File: src/rtl/loader_pkg.sv
// loader_pkg: shared states, byte counts and address strides for prog_loader.
// LOADER_VERIFY_EN adds the VFY_I/VFY_D read-back states.
package loader_pkg;
  localparam int HDR_BYTES = 4;
  localparam int IWORD_BYTES = 4;
  localparam int DWORD_BYTES = 8;
  localparam int IADDR_STRIDE = 4;
  localparam int DADDR_STRIDE = 8;
  typedef enum logic [3:0] {
    IDLE, HDR_N, HDR_M, LOAD_I, WR_I, LOAD_D, WR_D, RUN, ERROR
`ifdef LOADER_VERIFY_EN
    , VFY_I, VFY_D
`endif
  } state_t;
endpackage

File: src/rtl/prog_loader_packer.sv
// byte_packer: little-endian byte-to-word packer; done_o pulses on the byte that completes a word.
module byte_packer (
  input  logic        clk,
  input  logic        arst,
  input  logic        clr_i,
  input  logic        en_i,
  input  logic [2:0]  last_i,
  input  logic [7:0]  din_i,
  output logic [63:0] word_o,
  output logic        done_o
);
  logic [2:0]  cnt_q;
  logic [63:0] word_q;
  assign done_o = en_i && cnt_q == last_i;
  // word_o already contains the byte being accepted so headers can be checked on done_o
  always_comb begin
    word_o = word_q;
    if (en_i) word_o[{cnt_q, 3'b000} +: 8] = din_i;
  end
  always_ff @(posedge clk or posedge arst) begin
    if (arst) begin
      cnt_q  <= '0;
      word_q <= '0;
    end else if (clr_i) begin
      cnt_q <= '0;
    end else if (en_i) begin
      word_q <= word_o;
      cnt_q  <= done_o ? '0 : cnt_q + 1'b1;
    end
  end
endmodule

File: src/rtl/prog_loader.sv
// prog_loader: streams an N/M-prefixed image into cpu imem/dmem, then enables the cpu.
// Define LOADER_VERIFY_EN to read back every written word before RUN.
module prog_loader
  import loader_pkg::*;
#(
  parameter int IMEM_WORDS = 512,
  parameter int DMEM_WORDS = 1024
) (
  input  logic        clk,
  input  logic        arst,
  input  logic        start,
  input  logic [7:0]  s_data,
  input  logic        s_valid,
  output logic        s_ready,
  output logic [63:0] imem_addr,
  output logic        imem_wen,
  output logic        imem_ren,
  output logic [31:0] imem_wdata,
  input  logic [31:0] imem_rdata,
  output logic [63:0] dmem_addr,
  output logic        dmem_wen,
  output logic        dmem_ren,
  output logic [63:0] dmem_wdata,
  input  logic [63:0] dmem_rdata,
  output logic        cpu_enable,
  output logic        busy,
  output logic        error
);
  localparam int IW = $clog2(IMEM_WORDS) + 1;
  localparam int DW = $clog2(DMEM_WORDS) + 1;
  state_t        state_q;
  logic [IW-1:0] n_q, i_q;
  logic [DW-1:0] m_q, j_q;
  logic [63:0]   word;
  logic          done, xfer, restart;
  assign s_ready    = state_q inside {HDR_N, HDR_M, LOAD_I, LOAD_D};
  assign xfer       = s_valid && s_ready;
  assign restart    = start && state_q inside {IDLE, RUN, ERROR};
  assign imem_wen   = state_q == WR_I;
  assign dmem_wen   = state_q == WR_D;
  assign imem_wdata = imem_wen ? word[31:0] : '0;
  assign dmem_wdata = dmem_wen ? word : '0;
  assign cpu_enable = state_q == RUN;
  assign error      = state_q == ERROR;
  byte_packer u_pack (
    .clk    (clk),
    .arst   (arst),
    .clr_i  (restart),
    .en_i   (xfer),
    .last_i (state_q == LOAD_D ? 3'(DWORD_BYTES - 1) :
             state_q == LOAD_I ? 3'(IWORD_BYTES - 1) : 3'(HDR_BYTES - 1)),
    .din_i  (s_data),
    .word_o (word),
    .done_o (done)
  );
`ifdef LOADER_VERIFY_EN
  localparam int KW = IW > DW ? IW : DW;
  localparam state_t AFTER_WR = VFY_I;
  logic [KW-1:0] k_q, idx_q;
  logic          pend_q, vfy_bad;
  logic [31:0]   ishadow [IMEM_WORDS];
  logic [63:0]   dshadow [DMEM_WORDS];
  assign busy      = s_ready || state_q inside {WR_I, WR_D, VFY_I, VFY_D};
  assign imem_ren  = state_q == VFY_I && k_q < KW'(n_q);
  assign dmem_ren  = state_q == VFY_D && k_q < KW'(m_q);
  assign imem_addr = imem_wen ? 64'(i_q) * 64'(IADDR_STRIDE) :
                     imem_ren ? 64'(k_q) * 64'(IADDR_STRIDE) : '0;
  assign dmem_addr = dmem_wen ? 64'(j_q) * 64'(DADDR_STRIDE) :
                     dmem_ren ? 64'(k_q) * 64'(DADDR_STRIDE) : '0;
  // read data for the address issued last cycle is checked against the shadow copy
  assign vfy_bad = pend_q && (state_q == VFY_I ? imem_rdata != ishadow[idx_q[IW-2:0]] :
                              state_q == VFY_D && dmem_rdata != dshadow[idx_q[DW-2:0]]);
  always_ff @(posedge clk) begin
    if (imem_wen) ishadow[i_q[IW-2:0]] <= word[31:0];
    if (dmem_wen) dshadow[j_q[DW-2:0]] <= word;
  end
`else
  localparam state_t AFTER_WR = RUN;
  logic unused_rdata;
  assign unused_rdata = ^{imem_rdata, dmem_rdata};
  assign busy      = s_ready || state_q inside {WR_I, WR_D};
  assign imem_ren  = 1'b0;
  assign dmem_ren  = 1'b0;
  assign imem_addr = imem_wen ? 64'(i_q) * 64'(IADDR_STRIDE) : '0;
  assign dmem_addr = dmem_wen ? 64'(j_q) * 64'(DADDR_STRIDE) : '0;
`endif
  always_ff @(posedge clk or posedge arst) begin
    if (arst) begin
      state_q <= IDLE;
      n_q     <= '0;
      i_q     <= '0;
      m_q     <= '0;
      j_q     <= '0;
`ifdef LOADER_VERIFY_EN
      k_q     <= '0;
      idx_q   <= '0;
      pend_q  <= 1'b0;
`endif
    end else begin
      case (state_q)
        IDLE, RUN, ERROR: if (start) begin
          state_q <= HDR_N;
          n_q     <= '0;
          i_q     <= '0;
          m_q     <= '0;
          j_q     <= '0;
`ifdef LOADER_VERIFY_EN
          k_q     <= '0;
          pend_q  <= 1'b0;
`endif
        end
        HDR_N: if (done) begin
          n_q     <= word[IW-1:0];
          state_q <= word[31:0] > 32'(IMEM_WORDS) ? ERROR : HDR_M;
        end
        HDR_M: if (done) begin
          m_q     <= word[DW-1:0];
          state_q <= word[31:0] > 32'(DMEM_WORDS) ? ERROR :
                     n_q != '0 ? LOAD_I : word[31:0] != '0 ? LOAD_D : RUN;
        end
        LOAD_I: if (done) state_q <= WR_I;
        WR_I: begin
          i_q     <= i_q + 1'b1;
          state_q <= i_q + 1'b1 != n_q ? LOAD_I : m_q != '0 ? LOAD_D : AFTER_WR;
        end
        LOAD_D: if (done) state_q <= WR_D;
        WR_D: begin
          j_q     <= j_q + 1'b1;
          state_q <= j_q + 1'b1 != m_q ? LOAD_D : AFTER_WR;
        end
`ifdef LOADER_VERIFY_EN
        VFY_I, VFY_D: begin
          if (vfy_bad) begin
            state_q <= ERROR;
          end else if (imem_ren || dmem_ren) begin
            k_q    <= k_q + 1'b1;
            idx_q  <= k_q;
            pend_q <= 1'b1;
          end else begin
            k_q     <= '0;
            pend_q  <= 1'b0;
            state_q <= state_q == VFY_I ? VFY_D : RUN;
          end
        end
`endif
        default: state_q <= IDLE;
      endcase
    end
  end
endmodule

File: config.mk
export PLATFORM = sky130hd
export DESIGN_NAME = prog_loader
export DESIGN_NICKNAME = d
export VERILOG_FILES = /design/src/rtl/loader_pkg.sv /design/src/rtl/prog_loader_packer.sv /design/src/rtl/prog_loader.sv
export SDC_FILE = /design/constraint.sdc
export NUM_CORES = 1
export LEC_CHECK = 0
export ABC_AREA = 1
export BUFFER_PORTS_ARGS = -buffer_cell sky130_fd_sc_hd__buf_2
export CAP_MARGIN = 5
export CORE_ASPECT_RATIO = 0.6
export CORE_UTILIZATION = 48
export DETAILED_ROUTE_END_ITERATION = 8
export PLACE_DENSITY = 0.81
export SYNTH_ARGS = -nofsm -noshare
export SYNTH_HDL_FRONTEND = slang
export SYNTH_SLANG_ARGS = --single-unit
File: constraint.sdc
create_clock -name clk -period 4.31 [get_ports clk]
set_input_delay 0.2155 -clock clk [delete_from_list [all_inputs] [get_ports clk]]
set_output_delay 0.2155 -clock clk [all_outputs]
set_load 0.01 [all_outputs]
# Word level (Yosys, flattened, before mapping)
# Index checks and enable logic that the tools add are counted.
# word_totals
ff_bits,113
output_inout_bits,232
word_cells,86
in_bits,108
# op_classes
addsub,4
n_bitwise,1
order_cmp,2
n_reduce_logical,23
shifts,2
muxes,31
n_eq_ne,16
# op_table
cell,n
$mux W64,2
$bwmux W64,1
$shift A8 B8 Y64 const A,1
$shiftx A8 B8 Y64,1
$pmux W11 S2,2
$pmux W10 S2,2
$gt A32 B10 Y1 const B,1
$gt A32 B11 Y1 const B,1
$mux W32,1
$reduce_bool A32 Y1,1
$mux W4,7
$pmux W4 S7,1
$mux W11,2
$mux W10,2
$mux W3,6
$eq A4 B3 Y1 const B,4
$mux W14,1
$mux W12,1
$reduce_bool A2 Y1,6
$add A11 B1 Y11 const B,1
$ne A11 B11 Y1,1
$reduce_bool A11 Y1,1
$add A10 B1 Y10 const B,1
$ne A10 B10 Y1,1
20 further kinds,31

# Depth between registers and ports, before layout
# Gate-level depths: netlist of the first run.
# logic_depth
depth_word,10
depth_mapped,21
ltp_nobuf,20

# Hierarchy
# Synthesis of the first run repeated with hierarchy kept, for this count alone.
# hier_totals
hier_cells,1349
hier_area_um2,9031.2
# modules_own_cells
module,cells_per_inst,seq_area_each_um2,area_each_um2,instances
prog_loader,733,1151.1,4604.4,1
byte_packer,616,1676.6,4426.7,1

# Worst setup path after synthesis of the first run
# OpenSTA, ideal clock, no wires.
# synth_path
kind,reg2reg
startpoint,register u_pack.cnt_q[0]
endpoint,register state_q[0]
synth_period_minus_slack_ps,2589
arrival_ps,2453
required_time_ps,4174
n_path_buf,1
setup_slack_ps,1721
stages_incl_launch_ff,21
setup_ps,136
path_cell_list,dfrtp_1 buf_2 inv_1 ha_1 ha_1 nor2_1 nand2_1 nor2_2 nand3_1 nand2_1 nand2_1 nand2_1 nor2_1 nand2_1 nor2_2 nand2_2 nand2_2 nand2_2 nand3_1 nand2_1 o21ai_0
# synth_via
elab_chain_cells,8
elab_cells_between_ends,16
classes_between,1 x add/sub; 1 x order compare; 5 x eq/ne; 2 x shift; 5 x mux; 2 x reduce/logical
# synth_lines
item,line,source
"start, declared",prog_loader_packer.sv:12,logic [2:0] cnt_q;
"start signal, assigned",prog_loader_packer.sv:28,cnt_q <= done_o ? '0 : cnt_q + 1'b1;
$neg A6 Y8,prog_loader_packer.sv:18,"if (en_i) word_o[{cnt_q, 3'b000} +: 8] = din_i;"
$shiftx A8 B8 Y64 / $shift A8 B8 Y64 (equally long branches),prog_loader_packer.sv:18,
$bwmux W64,prog_loader_packer.sv:18,
$mux W64,prog_loader_packer.sv:18,
$gt A32 B11 Y1,prog_loader.sv:118,state_q <= word[31:0] > 32'(DMEM_WORDS) ? ERROR :
$mux W4,prog_loader.sv:118,
$mux W4,prog_loader.sv:116,HDR_M: if (done) begin
$pmux W4 S7,prog_loader.sv:100,case (state_q)
"end signal, assigned",prog_loader.sv:114,state_q <= word[31:0] > 32'(IMEM_WORDS) ? ERROR : HDR_M;
"end signal, assigned",prog_loader.sv:118,
"end signal, assigned",prog_loader.sv:124,state_q <= i_q + 1'b1 != n_q ? LOAD_I : m_q != '0 ? LOAD_D : AFTER_WR;
"end, declared",prog_loader.sv:31,state_t state_q;
# Several ways; a longest one is shown, not always the timed one. The select of a mux whose other input is x is not followed.
# A chain may end at the register's enable or synchronous reset.

# Worst setup path in the final report of the first run
# layout_path
startpoint,register state_q[2]
endpoint,output dmem_wdata[47]
# layout_via
elab_chain_cells,5
elab_cells_between_ends,9
classes_between,5 x eq/ne; 2 x mux; 2 x reduce/logical
# layout_lines
item,line,source
$eq A4 B1 Y1 (tied with other cells),prog_loader.sv:36,"assign s_ready = state_q inside {HDR_N, HDR_M, LOAD_I, LOAD_D};"
$reduce_bool A4 Y1,prog_loader.sv:36,
$logic_and A1 B1 Y1,prog_loader.sv:37,assign xfer = s_valid && s_ready;
$mux W64,prog_loader_packer.sv:18,
$mux W64 *,prog_loader.sv:42,assign dmem_wdata = dmem_wen ? word : '0;
"end, declared",prog_loader.sv:23,"output logic [63:0] dmem_wdata,"
# Every way passes the cells marked *; elsewhere a longest branch is shown, timed or not.

==> results.sh, run 1 <==
export IMPL_antenna_found_initial=0
export IMPL_synth_async_reset_ratio=1.000
export IMPL_gp_congestion=0.9047
export IMPL_maxSlewViolCount=0
export IMPL_r2r_cells=19
export IMPL_track_usage=0.2433
export IMPL_max_freq_mhz=281.8
export IMPL_yosys_cell_count_top_type="nand2_1"
export IMPL_arrival_ns=3.33
export IMPL_cts_buffers_inserted=17
export IMPL_finalPower_mw=4.641
export IMPL_drv_cap=0
export IMPL_syn_area_sq_um=7614
export IMPL_insertion_delay_ns=0.42
export IMPL_routedWlPerCell_um=13.79
export IMPL_die_area_sq_um=16390
export IMPL_reg2reg_to="state_q[0]"
export IMPL_routed_wl_um=19770
export IMPL_clock_sinks=113
export IMPL_relSlewSlack=0.3357
export IMPL_ys_ff_latch=113
export IMPL_grt_use_met2=0.3319
export IMPL_via_count=7000
export IMPL_pin_count=340
export IMPL_place_area_sq_um=8023
export IMPL_crit_type="reg -> out"
export IMPL_placementRows=35
export IMPL_worst_pin_slew_ns=0.9964
export IMPL_syn_avg_cell_area_sq_um=6.991
export IMPL_synth_edf_count=0
export IMPL_rsz0062_at_grt="no"
export IMPL_synthToLayoutAreaGrowth_pct=13.13
export IMPL_min_period_ns=3.549
export IMPL_drtIter0Drc=771
export IMPL_worst_ir_drop_vdd_uv=271.5
export IMPL_ctsResizeCount=0
export IMPL_drive_gt1_frac=0.1854
export IMPL_die_y_um=99.56
export IMPL_cts_setup_buffers=0
export IMPL_syn_instance_count=1089
export IMPL_grt_max_degree=74
export IMPL_htreeDepth=4
export IMPL_ctsHoldBuffers=0
export IMPL_nets=1330
export IMPL_n_antenna_cell=0
export IMPL_synth_distinct_cells=37
export IMPL_yosysTopAreaCell="dfrtp_1"
export IMPL_cp_max_fo=51
export IMPL_period_share=0.8234
export IMPL_fin_tns_setup_ns=0
export IMPL_outcome="complete, but fails checks"
export IMPL_gr_total_overflow=0
export IMPL_setup_viol=0
export IMPL_post_dp_hpwl_um=14100
export IMPL_grt_busiest_layer="met1"
export IMPL_portBuffers=134
export IMPL_ys_warnings_count=0
export IMPL_rrSetupSlack_ns=1.05
export IMPL_hold_viol_final=10
export IMPL_tritoncts="yes"
export IMPL_p_leak_nw=4.723
export IMPL_hold_class="in -> async"
export IMPL_critPathCaptureType="output pin"
export IMPL_clk_path_buf_depth=2
export IMPL_hold_slack_ns=-0.03087
export IMPL_synth_top_cell_area_share=0.3714
export IMPL_grt_pass1_wl_um=30680
export IMPL_power_density_nw_per_um2=538.9
export IMPL_fp_coreArea_sq_um=15410
export IMPL_stdcell_area_sq_um=8613
export IMPL_grt_pass1_vias=5935
export IMPL_fp_dieW_um=164.6
export IMPL_synth_top_cells_by_count="nand2_1 (202), inv_1 (186), nor2_1 (159)"
export IMPL_violations="hold timing"
export IMPL_synth_ff_type="dfrtp_1"
export IMPL_yosysSeqAreaShare=0.3714
export IMPL_final_antenna_net_count=0
export IMPL_cp_required_ns=4.09
export IMPL_vias_per_cell=4.885
export IMPL_clkTransAtPathRegs_ns=0.06
export IMPL_use_met3=0.05630
export IMPL_start_util=0.4939
export IMPL_fin_skew_ns=0.009888
export IMPL_r2r_start="u_pack.cnt_q[0]"
export IMPL_dr_pass1_iters=7
export IMPL_start_kind="flop"
export IMPL_synthTopCellsByArea="dfrtp_1 (37%), buf_4 (11%), nand2_1 (10%)"
export IMPL_drc_errors=0
export IMPL_grtUsageMet1=0.3757
export IMPL_clockRootBuffer="clkbuf_16"
-- worst max-delay path, stage by stage (launching register included) --
cell	delay, ns
dfrtp_1	0.40
inv_1	0.08
nor2_2	0.15
inv_1	0.09
nor2_1	0.09
inv_1	0.07
nor2_1	0.58
inv_2	0.60
buf_4	0.40
a211oi_1	0.23
buf_2	0.17
-- registers in the layout (all words and copies together) (netlist names) --
register and count:
i_q 10, j_q 11, m_q 11, n_q 10
state_q 4, u_pack.cnt_q 3, u_pack.word_q 64
-- cell usage in the layout (no fill, tap or decap), drive strengths merged, types with 26 or more instances in the layout --
cell type	n
buf	142
conb	109
dfrtp	113
inv	189
nand2	218
nand3	71
nand4	26
nor2	169
o21ai	37
o22ai	28
-- worst max-delay path by stage --
stage                          from             end  slack, ns  depth (start not counted)
global placement    u_pack.cnt_q[0]      state_q[0]       1.23                         19
global route             state_q[3]  dmem_wdata[49]       0.49                         10
floorplan                      arst          i_q[0]       1.11                          1
CTS                      state_q[3]  dmem_wdata[50]       0.85                         10
detailed placement  u_pack.cnt_q[0]      state_q[0]       1.19                         19
finish                   state_q[2]  dmem_wdata[47]       0.76                         10
-- per-layer routing --
layer | vias up | wire, um
met4 | 0 | 213
met2 | 330 | 8109
met5 | - | 0
li1 | 3421 | -
met1 | 3225 | 9503
met3 | 24 | 1937
-- cells by family after synthesis --
| family | Yosys count | share of synthesized area |
|---|---|---|
| simple gates | 520 | 0.3001 |
| buf+inv | 333 | 0.2238 |
| flops | 113 | 0.3714 |
| compound gates | 106 | 0.08332 |
| xor+xnor | 11 | 0.01265 |
| fa+ha+maj | 5 | 0.008217 |
| other cells | 1 | 0.0004925 |
-- stage by stage --
step / std cells / utilization / setup slack [ns]
floorplan: 1197 / - / 1.107
global placement: 1401 / 0.5205 / 1.230
detailed placement: 1401 / 0.5205 / 1.193
CTS: 1433 / 0.5588 / 0.8539
global route: 1433 / 0.5588 / 0.4922
finish: 1433 / 0.5588 / 0.7612
-- where the power goes --
part           switching, mW  internal (mW)
clock network          0.518          0.877
registers              0.124           1.33
logic                   1.26          0.526
-- area by class of cell --
cell class | count | area [sq um]
Tap cell | 203 | 254.0
Inverter | 192 | 723.2
Clock buffer | 19 | 452.9
Sequential cell | 113 | 2828
Multi-Input combinational cell | 751 | 3487
Clock inverter | 13 | 137.6
Timing Repair Buffer | 142 | 730.7
Fill cell | 1469 | 6802
No activity file was read; power rests on OpenSTA's default activity.
==> run 2, diff against run 1 <==
- ABC_AREA: 1 -> 0
- PLACE_DENSITY: 0.81 -> 0.82
- clock period: 4.31 -> 3.35 ns (I/O delays scaled with it)
==> results.sh, run 2 <==
export IMPL_outcome="complete, but fails checks"
export IMPL_violations="hold timing"
export IMPL_synth_top_cells_by_count="dfrtp_1 (113), buf_4 (109), nor2_1 (101)"
export IMPL_clk_path_buf_depth=2
export IMPL_crit_buf_inv=3
export IMPL_pwr_share_seq=0.317
export IMPL_via_count=6246
export IMPL_stdcell_area_sq_um=8541
export IMPL_p_leak_nw=4.623
export IMPL_drv_cap=0
export IMPL_worst_ir_drop_vdd_uv=429.0
export IMPL_cpMaxStageDelayCell="nor2_2"
export IMPL_critPathTopFamily="simple AND/OR/NAND/NOR gates"
export IMPL_nets=1083
export IMPL_antenna_found_initial=0
export IMPL_die_y_um=97.25
export IMPL_min_period_ns=3.229
export IMPL_final_antenna_net_count=0
export IMPL_ctsHoldBuffers=0
export IMPL_r2r_cells=13
export IMPL_r2r_start="u_pack.cnt_q[0]"
export IMPL_maxSlewViolCount=0
export IMPL_worst_pin_slew_ns=1.017
export IMPL_p_comb_frac=0.419
export IMPL_ys_warnings_count=0
export IMPL_rsz0062_at_grt="no"
export IMPL_grt_pass1_vias=5605
export IMPL_switching_share=0.4076
export IMPL_routedWlPerCell_um=16.85
export IMPL_ys_ff_latch=113
export IMPL_crit_type="reg -> out"
export IMPL_die_area_sq_um=15630
export IMPL_clkTransAtPathRegs_ns=0.06
export IMPL_setup_viol=0
export IMPL_largest_register="u_pack.word_q"
export IMPL_p_int_mw=3.962
export IMPL_power_density_nw_per_um2=783.1
export IMPL_synth_top_cell_area_share=0.3896
export IMPL_syn_avg_cell_area_sq_um=8.830
export IMPL_start_kind="flop"
export IMPL_final_common_cell="buf_2"
export IMPL_insertion_delay_ns=0.42
export IMPL_grt_max_degree=85
export IMPL_fp_coreArea_sq_um=14630
export IMPL_gr_total_overflow=0
export IMPL_synthTopCellsByArea="dfrtp_1 (39%), buf_4 (11%), nor2_1 (5.2%)"
export IMPL_hold_viol_final=24
export IMPL_htreeDepth=4
export IMPL_hold_class="in -> async"
export IMPL_tritoncts="yes"
export IMPL_drtIter0Drc=674
export IMPL_pin_count=340
export IMPL_slowest_delay_ns=0.51
export IMPL_clock_sinks=113
export IMPL_clockRootBuffer="clkbuf_16"
export IMPL_rrSetupSlack_ns=0.33
export IMPL_gp_congestion=0.9345
export IMPL_synth_ff_type="dfrtp_1"
export IMPL_synth_edf_count=0
export IMPL_hold_slack_ns=-0.01033
export IMPL_reg2reg_to="state_q[3]"
export IMPL_syn_instance_count=822
export IMPL_relSlewSlack=0.3219
export IMPL_start_util=0.4960
export IMPL_cts_buffers_inserted=17
export IMPL_drive_gt1_frac=0.2655
export IMPL_layout_common_cells="buf_2 (134), dfrtp_1 (113), conb_1 (109)"
export IMPL_arrival_ns=3.06
export IMPL_cp_required_ns=3.18
export IMPL_grt_pass1_wl_um=30970
export IMPL_crit_chain="inv_1 -> ha_2 -> ha_4 -> nand4b_1 -> nor2_2 -> mux2i_1 -> buf_4 -> nor2_1 -> buf_2"
export IMPL_vias_per_cell=5.289
export IMPL_period_share=0.9637
export IMPL_portBuffers=134
export IMPL_instances_no_fill=1181
export IMPL_p_sw_mw=2.726
export IMPL_max_freq_mhz=309.7
export IMPL_n_antenna_cell=0
export IMPL_yosysSeqAreaShare=0.3896
export IMPL_fin_tns_setup_ns=0
export IMPL_placementRows=34
export IMPL_fillerInstances=1223
export IMPL_yosys_cell_count_top_type="dfrtp_1"
export IMPL_synth_async_reset_ratio=1.000
export IMPL_dp_cells=1145
export IMPL_track_usage=0.2549
export IMPL_drc_errors=0
export IMPL_largest_reg_flops=64
export IMPL_final_core_util=0.5836
export IMPL_fp_dieW_um=160.8
export IMPL_syn_area_sq_um=7258
export IMPL_critPathCaptureType="output pin"
export IMPL_fin_skew_ns=0.006612
export IMPL_synthToLayoutAreaGrowth_pct=17.67
export IMPL_post_dp_hpwl_um=13990
export IMPL_top_regs="u_pack.word_q (64), j_q (11), m_q (11)"
export IMPL_synth_distinct_cells=63
export IMPL_yosysTopAreaCell="dfrtp_1"
export IMPL_dr_pass1_iters=6
export IMPL_routed_wl_um=19900
export IMPL_place_area_sq_um=7866
export IMPL_cp_max_fo=8
export IMPL_p_clk_frac=0.265
-- run 2: cell type report --
class / instances / area [sq um] / area share
multi-input combinational: 616 / 3720 / 0.4355
clock inverter: 13 / 127.6 / 0.01494
timing repair buffer: 176 / 989.7 / 0.1159
tap: 198 / 247.7 / 0.02901
clock buffer: 19 / 452.9 / 0.05303
inverter: 46 / 175.2 / 0.02051
sequential: 113 / 2828 / 0.3311
-- run 2: worst max path at each step --
stage                     from              to  slack [ns]  cells past startpoint
3_5_place_dp   u_pack.cnt_q[1]  dmem_wdata[33]      -0.001                     10
2_1_floorplan  u_pack.cnt_q[0]      state_q[3]        0.13                     12
3_3_place_gp   u_pack.cnt_q[1]  dmem_wdata[34]        0.16                     10
5_1_grt        u_pack.cnt_q[1]  dmem_wdata[33]       0.009                     10
6_report       u_pack.cnt_q[0]   dmem_wdata[5]        0.12                      9
4_1_cts        u_pack.cnt_q[0]  dmem_wdata[33]        0.02                     10
-- run 2: worst reg2reg max path, stage by stage, from the launching register on --
cell	delay, ns
dfrtp_1	0.37
inv_1	0.09
ha_2	0.20
ha_4	0.29
nor4bb_4	0.32
o21ai_4	0.15
buf_4	0.18
nor2_4	0.15
buf_4	0.19
mux2i_1	0.11
inv_1	0.12
a21oi_2	0.08
a2111oi_1	0.54
a221o_1	0.18
-- run 2: repair_timing --
| action | 4_1_cts | 5_1_grt |
|---|---|---|
| resized for setup | 7 | 5 |
| pin swaps | 1 | 1 |
| endpoints found under the setup margin | 46 | 18 |
| buffers inserted | 0 | 4 |
-- run 2: metal layers --
layer / wire (um) / global-route usage / vias to the layer above
li1: - / - / 2864
met1: 9102 / 0.3815 / 3022
met2: 8432 / 0.3483 / 318
met3: 1969 / 0.06957 / 42
met4: 400 / 0.09071 / 0
met5: 0 / 0 / -
-- run 2: logic make-up after synthesis --
kind of cell	Yosys count	share of synthesized area
fa+ha+maj	6	0.009998
flops	113	0.3896
other cells	1	0.0005167
buf+inv	201	0.1620
compound gates	112	0.1014
simple gates	290	0.2001
xor+xnor	34	0.04103
mux	65	0.09533
-- run 2: metrics by stage --
stage	setup slack [ns]	total power, mW
after floorplan	0.1315	3.922
after global placement	0.1616	4.618
after detailed placement	-0.001500	4.711
after CTS	0.01511	6.557
after global routing	0.009172	7.058
final	0.1215	6.688
-- run 2: power groups by stage --
stage	clock network [mW]	logic, mW	registers (mW)
finish	1.77	2.80	2.12
global route	1.86	3.04	2.16
detailed placement	0	2.60	2.11
CTS	1.78	2.67	2.10
floorplan	0	1.89	2.03
global placement	0	2.53	2.09
==> run 3, diff against run 2 <==
- CORE_UTILIZATION: 48 -> 49
- CTS_BUF_LIST: default -> sky130_fd_sc_hd__clkbuf_4 sky130_fd_sc_hd__clkbuf_8
- PLACE_DENSITY: 0.82 -> 0.84
- SKIP_LAST_GASP: default -> 1
- clock period: 3.35 -> 3.2 ns (I/O delays scaled with it)
==> results.sh, run 3 (same netlist as run 2, synthesis figures left out) <==
export IMPL_pin_count=340
export IMPL_outcome="finished, final reports clean"
export IMPL_routedWlPerCell_um=16.70
export IMPL_largest_reg_flops=64
export IMPL_fp_dieW_um=159.1
export IMPL_dr_pass1_iters=5
export IMPL_gr_total_overflow=0
export IMPL_grt_pass1_wl_um=29750
export IMPL_crit_type="reg -> out"
export IMPL_post_dp_hpwl_um=14360
export IMPL_gp_congestion=0.9523
export IMPL_p_leak_nw=4.562
export IMPL_worst_pin_slew_ns=1.058
export IMPL_relSlewSlack=0.2912
export IMPL_period_share=0.9799
export IMPL_vias_per_cell=5.269
export IMPL_clk_path_buf_depth=2
export IMPL_start_kind="flop"
export IMPL_largest_register="u_pack.word_q"
export IMPL_hold_class="in -> reg"
export IMPL_nets=1086
export IMPL_finalPower_mw=6.576
export IMPL_multiInputGateArea_sq_um=3736
export IMPL_antenna_found_initial=0
export IMPL_cts_buffers_inserted=17
export IMPL_grt_pass1_vias=5457
export IMPL_seq_area_sq_um=2828
export IMPL_grt_max_degree=60
export IMPL_worst_ir_drop_vdd_uv=432.9
export IMPL_fp_coreArea_sq_um=14460
export IMPL_routed_wl_um=19760
export IMPL_die_y_um=96.28
export IMPL_maxSlewViolCount=0
export IMPL_n_antenna_cell=0
export IMPL_rsz0062_at_grt="yes"
export IMPL_dp_slack_ns=0.2643
export IMPL_max_freq_mhz=318.9
export IMPL_cp_required_ns=3.04
export IMPL_clock_sinks=113
export IMPL_clkTransAtPathRegs_ns=0.07
export IMPL_clockRootBuffer="clkbuf_8"
export IMPL_critPathCaptureType="output pin"
export IMPL_start_util=0.5018
export IMPL_min_period_ns=3.136
export IMPL_hold_viol_final=0
export IMPL_fin_ws_ns=0.06440
export IMPL_fillerInstances=1269
export IMPL_final_common_cell="buf_2"
export IMPL_drc_errors=0
export IMPL_portBuffers=134
export IMPL_placementRows=34
export IMPL_fin_skew_ns=0.01212
export IMPL_final_antenna_net_count=0
export IMPL_setup_viol=0
export IMPL_drv_cap=0
export IMPL_synthToLayoutAreaGrowth_pct=16.12
export IMPL_drtIter0Drc=575
export IMPL_top_regs="u_pack.word_q (64), j_q (11), m_q (11)"
export IMPL_via_count=6233
export IMPL_arrival_ns=2.98
export IMPL_power_density_nw_per_um2=780.3
export IMPL_hold_slack_ns=0.1921
export IMPL_insertion_delay_ns=0.44
export IMPL_drive_gt1_frac=0.2690
export IMPL_die_area_sq_um=15320
export IMPL_tritoncts="yes"
export IMPL_layout_common_cells="buf_2 (134), dfrtp_1 (113), conb_1 (109)"
export IMPL_cp_max_fo=9
export IMPL_htreeDepth=4
export IMPL_track_usage=0.2534
[run 3: path summary, 6_finish.rpt]
check / cells after the start / slack, ns / end / startpoint
max in group asynchronous: 4 / 2.03 / state_q[2] / arst
min in group asynchronous: 3 / 0.39 / u_pack.word_q[63] / arst
hold / removal: 3 / 0.19 / u_pack.word_q[36] / s_data[4]
hold reg to reg: 1 / 0.49 / u_pack.word_q[60] / u_pack.word_q[60]
setup reg to reg: 8 / 0.38 / state_q[3] / u_pack.cnt_q[1]
setup / recovery: 8 / 0.06 / dmem_wdata[1] / state_q[3]
[run 3: cell type report]
cell class,instances,share of cell area
timing repair buffer,179,0.1219
clock buffer,18,0.02939
multi-input combinational,616,0.4433
inverter,46,0.02123
sequential,113,0.3355
tap,198,0.02939
clock inverter,13,0.01930
[run 3: timing repair]
action | 4_1_cts | 5_1_grt
endpoints found under the hold margin | 58 | 0
setup buffers | 1 | 2
endpoints found under the setup margin | 30 | 27
hold buffers | 1 | 0
pin swaps | 2 | 2
gates resized for setup | 7 | 6
[run 3: metrics by stage]
stage,cells,utilization,cell area (sq um),setup TNS [ns]
floorplan,930,-,7671,0
global placement,1148,0.5468,7909,0
detailed placement,1148,0.5468,7909,0
CTS,1181,0.5794,8381,0
global route,1183,0.5827,8428,-0.01353
finish,1183,0.5827,8428,0
[run 3: routing by layer]
metal,wire length (um),global-route usage,up-vias
met5,0,0,-
met4,240,0.06891,0
met3,2178,0.09091,28
met2,8402,0.3523,315
met1,8935,0.3670,3025
li1,-,-,2865
[run 3: report_power, final]
| part | total (mW) | leakage, nW | internal, mW | switching (mW) |
|---|---|---|---|---|
| Combinational | 2.93 | 2.85 | 1.13 | 1.81 |
| Clock | 1.41 | 0.201 | 0.787 | 0.622 |
| Sequential | 2.23 | 1.51 | 1.91 | 0.321 |
[run 3: critical path, cell delays in order (launching register included)]
cell	delay [ns]
dfrtp_1	0.52
nor2b_1	0.33
o21ai_0	0.24
buf_4	0.22
nor2_1	0.14
buf_4	0.18
mux2i_1	0.59
nor2_1	0.14
buf_2	0.18
